## config.mk

```make
export PLATFORM = sky130hd
export DESIGN_NAME = prog_mem
export DESIGN_NICKNAME = d
export VERILOG_FILES = /design/src/rtl/prog_mem.sv
export SDC_FILE = /design/constraint.sdc
export NUM_CORES = 2
export LEC_CHECK = 0
export BUFFER_PORTS_ARGS = -buffer_cell sky130_fd_sc_hd__buf_2
export CELL_PAD_IN_SITES_DETAIL_PLACEMENT = 1
export CELL_PAD_IN_SITES_GLOBAL_PLACEMENT = 1
export CORE_ASPECT_RATIO = 1.25
export CORE_UTILIZATION = 55
export DETAILED_ROUTE_END_ITERATION = 8
export PLACE_DENSITY = 0.81
export SLEW_MARGIN = 0
export SYNTH_ARGS = -nofsm -noshare
export SYNTH_HDL_FRONTEND = slang
export SYNTH_SLANG_ARGS = --single-unit
```

## constraint.sdc

```tcl
create_clock -name clk -period 6.85 [get_ports clk]
set_clock_uncertainty 0.1 [all_clocks]
set_input_delay 1.37 -clock clk [delete_from_list [all_inputs] [get_ports clk]]
set_output_delay 1.37 -clock clk [all_outputs]
set_load 0.1 [all_outputs]
```

## src/rtl/prog_mem.sv

```systemverilog
// Writable program memory for the CPU fetch path: byte-stream loader with an
// auto-incrementing pointer plus a one-cycle-latency request/response fetch port.
module prog_mem #(
  parameter int DATA_W = 8,
  parameter int ADDR_W = 8,
  parameter int DEPTH  = 256
) (
  input  logic              clk,
  input  logic              rst_n,
  input  logic              load_start,
  input  logic              load_valid,
  input  logic [DATA_W-1:0] load_data,
  input  logic              load_end,
  output logic              load_busy,
  output logic [ADDR_W:0]   load_count,
  output logic              load_ovf,
  input  logic              fetch_req,
  input  logic [ADDR_W-1:0] fetch_addr,
  output logic              fetch_ready,
  output logic              fetch_valid,
  output logic [DATA_W-1:0] fetch_data,
  output logic              fetch_err
);

  localparam int              IDX_W   = (DEPTH > 2) ? $clog2(DEPTH) : 1;
  localparam logic [ADDR_W:0] DEPTH_C = (ADDR_W+1)'(DEPTH);
  localparam logic [ADDR_W:0] PTR_ONE = {{ADDR_W{1'b0}}, 1'b1};
  localparam logic [0:0]      ST_RUN  = 1'b0;
  localparam logic [0:0]      ST_LOAD = 1'b1;

  logic [DATA_W-1:0] mem_q [DEPTH];

  logic [0:0]        state_q, state_d;
  logic [ADDR_W:0]   ptr_q, ptr_d;
  logic              ovf_q, ovf_d;
  logic              busy_q, ready_q;
  logic              fvalid_q, fvalid_d;
  logic [DATA_W-1:0] fdata_q, fdata_d, rd_data_s;
  logic              ferr_q, ferr_d;
  logic              wr_en_s, accept_s, in_range_s;
  logic [IDX_W-1:0]  wr_idx_s;

  // Load-side next state; the pointer doubles as the written-word count.
  always_comb begin
    state_d  = state_q;
    ptr_d    = ptr_q;
    ovf_d    = ovf_q;
    wr_en_s  = 1'b0;
    wr_idx_s = ptr_q[IDX_W-1:0];
    if (load_start) begin
      // A restart always lands its first word at address 0, even from RUN.
      state_d  = ST_LOAD;
      ovf_d    = 1'b0;
      wr_en_s  = load_valid;
      wr_idx_s = {IDX_W{1'b0}};
      ptr_d    = load_valid ? PTR_ONE : {(ADDR_W+1){1'b0}};
    end else if (state_q == ST_LOAD) begin
      if (load_valid && (ptr_q < DEPTH_C)) begin
        wr_en_s = 1'b1;
        ptr_d   = ptr_q + PTR_ONE;
      end else if (load_valid) begin
        ovf_d = 1'b1;
      end else begin
        ovf_d = ovf_q;
      end
      state_d = load_end ? ST_RUN : ST_LOAD;
    end else begin
      state_d = ST_RUN;
    end
  end

  // Fetch-side next state; out-of-range requests answer zero with an error flag.
  always_comb begin
    accept_s   = fetch_req & ready_q;
    in_range_s = ({1'b0, fetch_addr} < DEPTH_C);
    if (in_range_s) begin
      rd_data_s = mem_q[fetch_addr[IDX_W-1:0]];
    end else begin
      rd_data_s = {DATA_W{1'b0}};
    end
    fvalid_d = accept_s;
    if (accept_s) begin
      fdata_d = rd_data_s;
      ferr_d  = ~in_range_s;
    end else begin
      fdata_d = fdata_q;
      ferr_d  = ferr_q;
    end
  end

  // Storage array; deliberately not reset so contents survive rst_n.
  always_ff @(posedge clk) begin
    if (wr_en_s) begin
      mem_q[wr_idx_s] <= load_data;
    end
  end

  // Control and response registers.
  always_ff @(posedge clk or negedge rst_n) begin
    if (!rst_n) begin
      state_q  <= ST_RUN;
      ptr_q    <= {(ADDR_W+1){1'b0}};
      ovf_q    <= 1'b0;
      busy_q   <= 1'b0;
      ready_q  <= 1'b1;
      fvalid_q <= 1'b0;
      fdata_q  <= {DATA_W{1'b0}};
      ferr_q   <= 1'b0;
    end else begin
      state_q  <= state_d;
      ptr_q    <= ptr_d;
      ovf_q    <= ovf_d;
      busy_q   <= (state_d == ST_LOAD);
      ready_q  <= (state_d == ST_RUN);
      fvalid_q <= fvalid_d;
      fdata_q  <= fdata_d;
      ferr_q   <= ferr_d;
    end
  end

  assign load_busy   = busy_q;
  assign load_count  = ptr_q;
  assign load_ovf    = ovf_q;
  assign fetch_ready = ready_q;
  assign fetch_valid = fvalid_q;
  assign fetch_data  = fdata_q;
  assign fetch_err   = ferr_q;

endmodule

```

==> metrics.txt <==
measured slew at the worst slew-check pin between 1.5 and 2 ns; die height ~430 um; LEAKAGE between 20 and 30 nW; P per Cell Area roughly 290 nW/um2; fin crit share 68.3%; P&R area growth vs syn 9.43%; vias per cell 6.87; post-DP HPWL 138000 um; CTS HTree Levels 4; EDFF count, synth 2048; max-slew violations 2; synthesized cell area ~81000 um2; finished layout cell area 89000 um2; Worst-path clk slew around 0.060 ns; WHS ~0.42 ns; critical path type input port to flip-flop; critical path peak fanout between 70 and 80; Async SR Flop Fraction between 1 and 1.5%; RSZ-0062 raised after global routing no; max_slew headroom -3.64%; WP data arrival between 5 and 6 ns; vias in the first global route approximately 45000; critical path capture point type flip-flop; reg-to-reg setup timing slack between 2 and 3 ns; CTS buffer count 186; Die X between 300 and 400 um; critical path cell sequence buf_8 > buf_4 > buf_4 > mux4_2 > mux2_2 > nand2_1 > a21oi_1 > o2111a_1 > o2111ai_1 > o211ai_1; Worst-Skew Late Latency a little over 0.8 ns; outcome complete, but fails checks; fin nets approximately 4200; sw frac around 22%; Net Sw Power ~5.7 mW; largest net degree at the start of global routing approximately 190; most frequent CP cell buf_4; CTS Buffer Depth 3; commonest non-fill, non-tap cell in the layout edfxtp_1; Worst Hold Class flip-flop to flip-flop; number of fill cells 12221; max cap viols 1; CP bufs+invs 3; Max Freq 214 MHz; CTS resizes 0; total power 25.6 mW; Syn Nets around 4100; antenna-violating nets left 0; initial antenna violation count 10; hold-fix buffers at CTS 0; post-DR wirelength/cell 36.7 um; worst endpoint required time around 7.4 ns; syn_area_per_cell around 20 um2; Ports 44; share of cells above drive strength 1 17.3%; failing checks max-capacitance violations, max-slew violations; Final Hold Violating Endpoints 0; VDD IR max between 0.0002 and 0.0003 V; TritonCTS Sinks between 2000 and 2500; minimum clock period after layout about 4.7 ns; overflow left after global routing 0; Initial Util around 55%; part of the Yosys area used for sequential elements between 70% and 80%; Final Non-Filler Cells 6249; core area 147000 um2; vias 42957; Synth Warn # 0; Placement Cell Area approximately 83000 um2; slowest CP cell buf_8; slowest stage delay, CP between 0.5 and 0.6 ns; most frequent cells in the layout edfxtp_1, mux2i_1, nor2_1; drt initial violations between 5000 and 6000; drt first pass iters 6; predominant post-synthesis flop cell edfxtp_1; root buffer cell clkbuf_16; Residual DRC 0; drt total wl 229000 um; Pint between 15 and 20 mW; # port buffers 42; first-pass GRT wire length 327000 um; clock network power share 40.0%; total global-route track usage just over 30%; row cnt approximately 160; DIE AREA ~150000 um2; Post-CTS Setup Bufs 0; Seq pwr share a little over half; crit path launch type input port; count of cell types in the netlist 74; Setup-failing EPs final 0; Placed Instances 5906; CP top delay family buffers and inverters; post-synthesis register bit count around 2100; CTS tree yes; gpl congestion 0.886; cell count after synthesis about 4100; Comb power frac roughly 5.4%; Setup TNS 0 ns
flip-flops by register name, indices dropped and copies added (netlist names):
name         count
fetch_data       8
fetch_valid      1
load_ovf         1
mem_q         2048
load_busy        1
load_count       9
fetch_ready      1
cell type report:
class	count	area (um2)	area share, %
clock inverter	96	798	0.897
sequential	2069	62000	69.7
multi-input combinational	1796	17500	19.7
clock buffer	243	5060	5.69
inverter	8	32.5	0.0366
antenna	4	10.0	0.0112
tap	1908	2390	2.68
timing repair buffer	125	1140	1.28
worst paths after layout:
check / startpoint / cells after the start / to
worst max-delay path: fetch_addr[0] / 10 / fetch_data[6]$_DFFE_PN0P_
worst min-delay path: load_ovf$_DFFE_PN0P_ / 2 / load_ovf$_DFFE_PN0P_
worst max register to register: load_count[5]$_DFFE_PN0P_ / 4 / mem_q[224][7]$_DFFE_PP_
worst min register to register: load_ovf$_DFFE_PN0P_ / 2 / load_ovf$_DFFE_PN0P_
max in group asynchronous: rst_n / 1 / load_count[2]$_DFFE_PN0P_
min in group asynchronous: rst_n / 1 / fetch_data[3]$_DFFE_PN0P_
power by group through the flow:
stage / Combinational (mW) / Sequential (mW) / Clock (mW)
floorplan: 0.692 / 14.3 / 0
global placement: 1.30 / 14.2 / 0
detailed placement: 1.35 / 14.2 / 0
CTS: 1.37 / 14.0 / 10.3
global route: 1.42 / 14.0 / 10.6
finish: 1.39 / 14.0 / 10.3
synth_stat cells, types with 11 or more instances:
cell type  number  area [um2]
buf_4          26         195
dfrtp_1        20         500
mux4_2        318        7160
o221ai_1       47         412
a211oi_1       29         218
edfxtp_1     2048       61500
nor3_1         42         210
nand2b_1       17         106
o21ai_0        39         195
clkbuf_1       84         315
mux2i_1       347        3470
nand3_1        37         185
a21oi_1        54         270
nor2_1        325        1220
nand2_1       134         503
a31oi_1        14        87.6
o22ai_1       129         807
nor2b_1        14        87.6
buf_2          57         285
nand4_1        19         119
mux2_2         11         124
mux4_1         30         788
a22oi_1        69         518
buf_6          46         518
buf_8          15         225
kinds of logic after synthesis:
group / count (synthesis) / share of synthesized area [%]
other: 1 / 0.00461
DFF: 2069 / 76.3
xor gates and xnor gates: 7 / 0.0754
AOI/OAI and AO/OA: 445 / 3.80
buffers and inverters: 255 / 2.22
adders and majority gates: 1 / 0.0154
muxes: 706 / 14.2
and+or+nand+nor: 636 / 3.41
per-layer routing:
layer / track usage (%) / vias up / routed length (um)
li1: - / 17049 / -
met1: 39.1 / 22401 / 81100
met2: 50.5 / 2848 / 112000
met3: 6.26 / 655 / 21800
met4: 16.9 / 4 / 14300
met5: 0 / - / 24
tightest hold or removal path, delay by kind of cell, from the launching register on:
| kind | cells | cell delay [ns] |
|---|---|---|
| DFF | 1 | 0.35 |
| and+or+nand+nor | 1 | 0.08 |
| AOI/OAI and AO/OA | 1 | 0.05 |
per-stage QoR:
step | setup WS, ns | utilization (%)
finish | 2.17 | 60.7
global route | 1.97 | 60.7
CTS | 2.24 | 60.7
detailed placement | 1.49 | 56.7
global placement | 1.60 | 56.7
floorplan | 3.24 | -
Note: power is estimated with default switching activity, not from simulation.
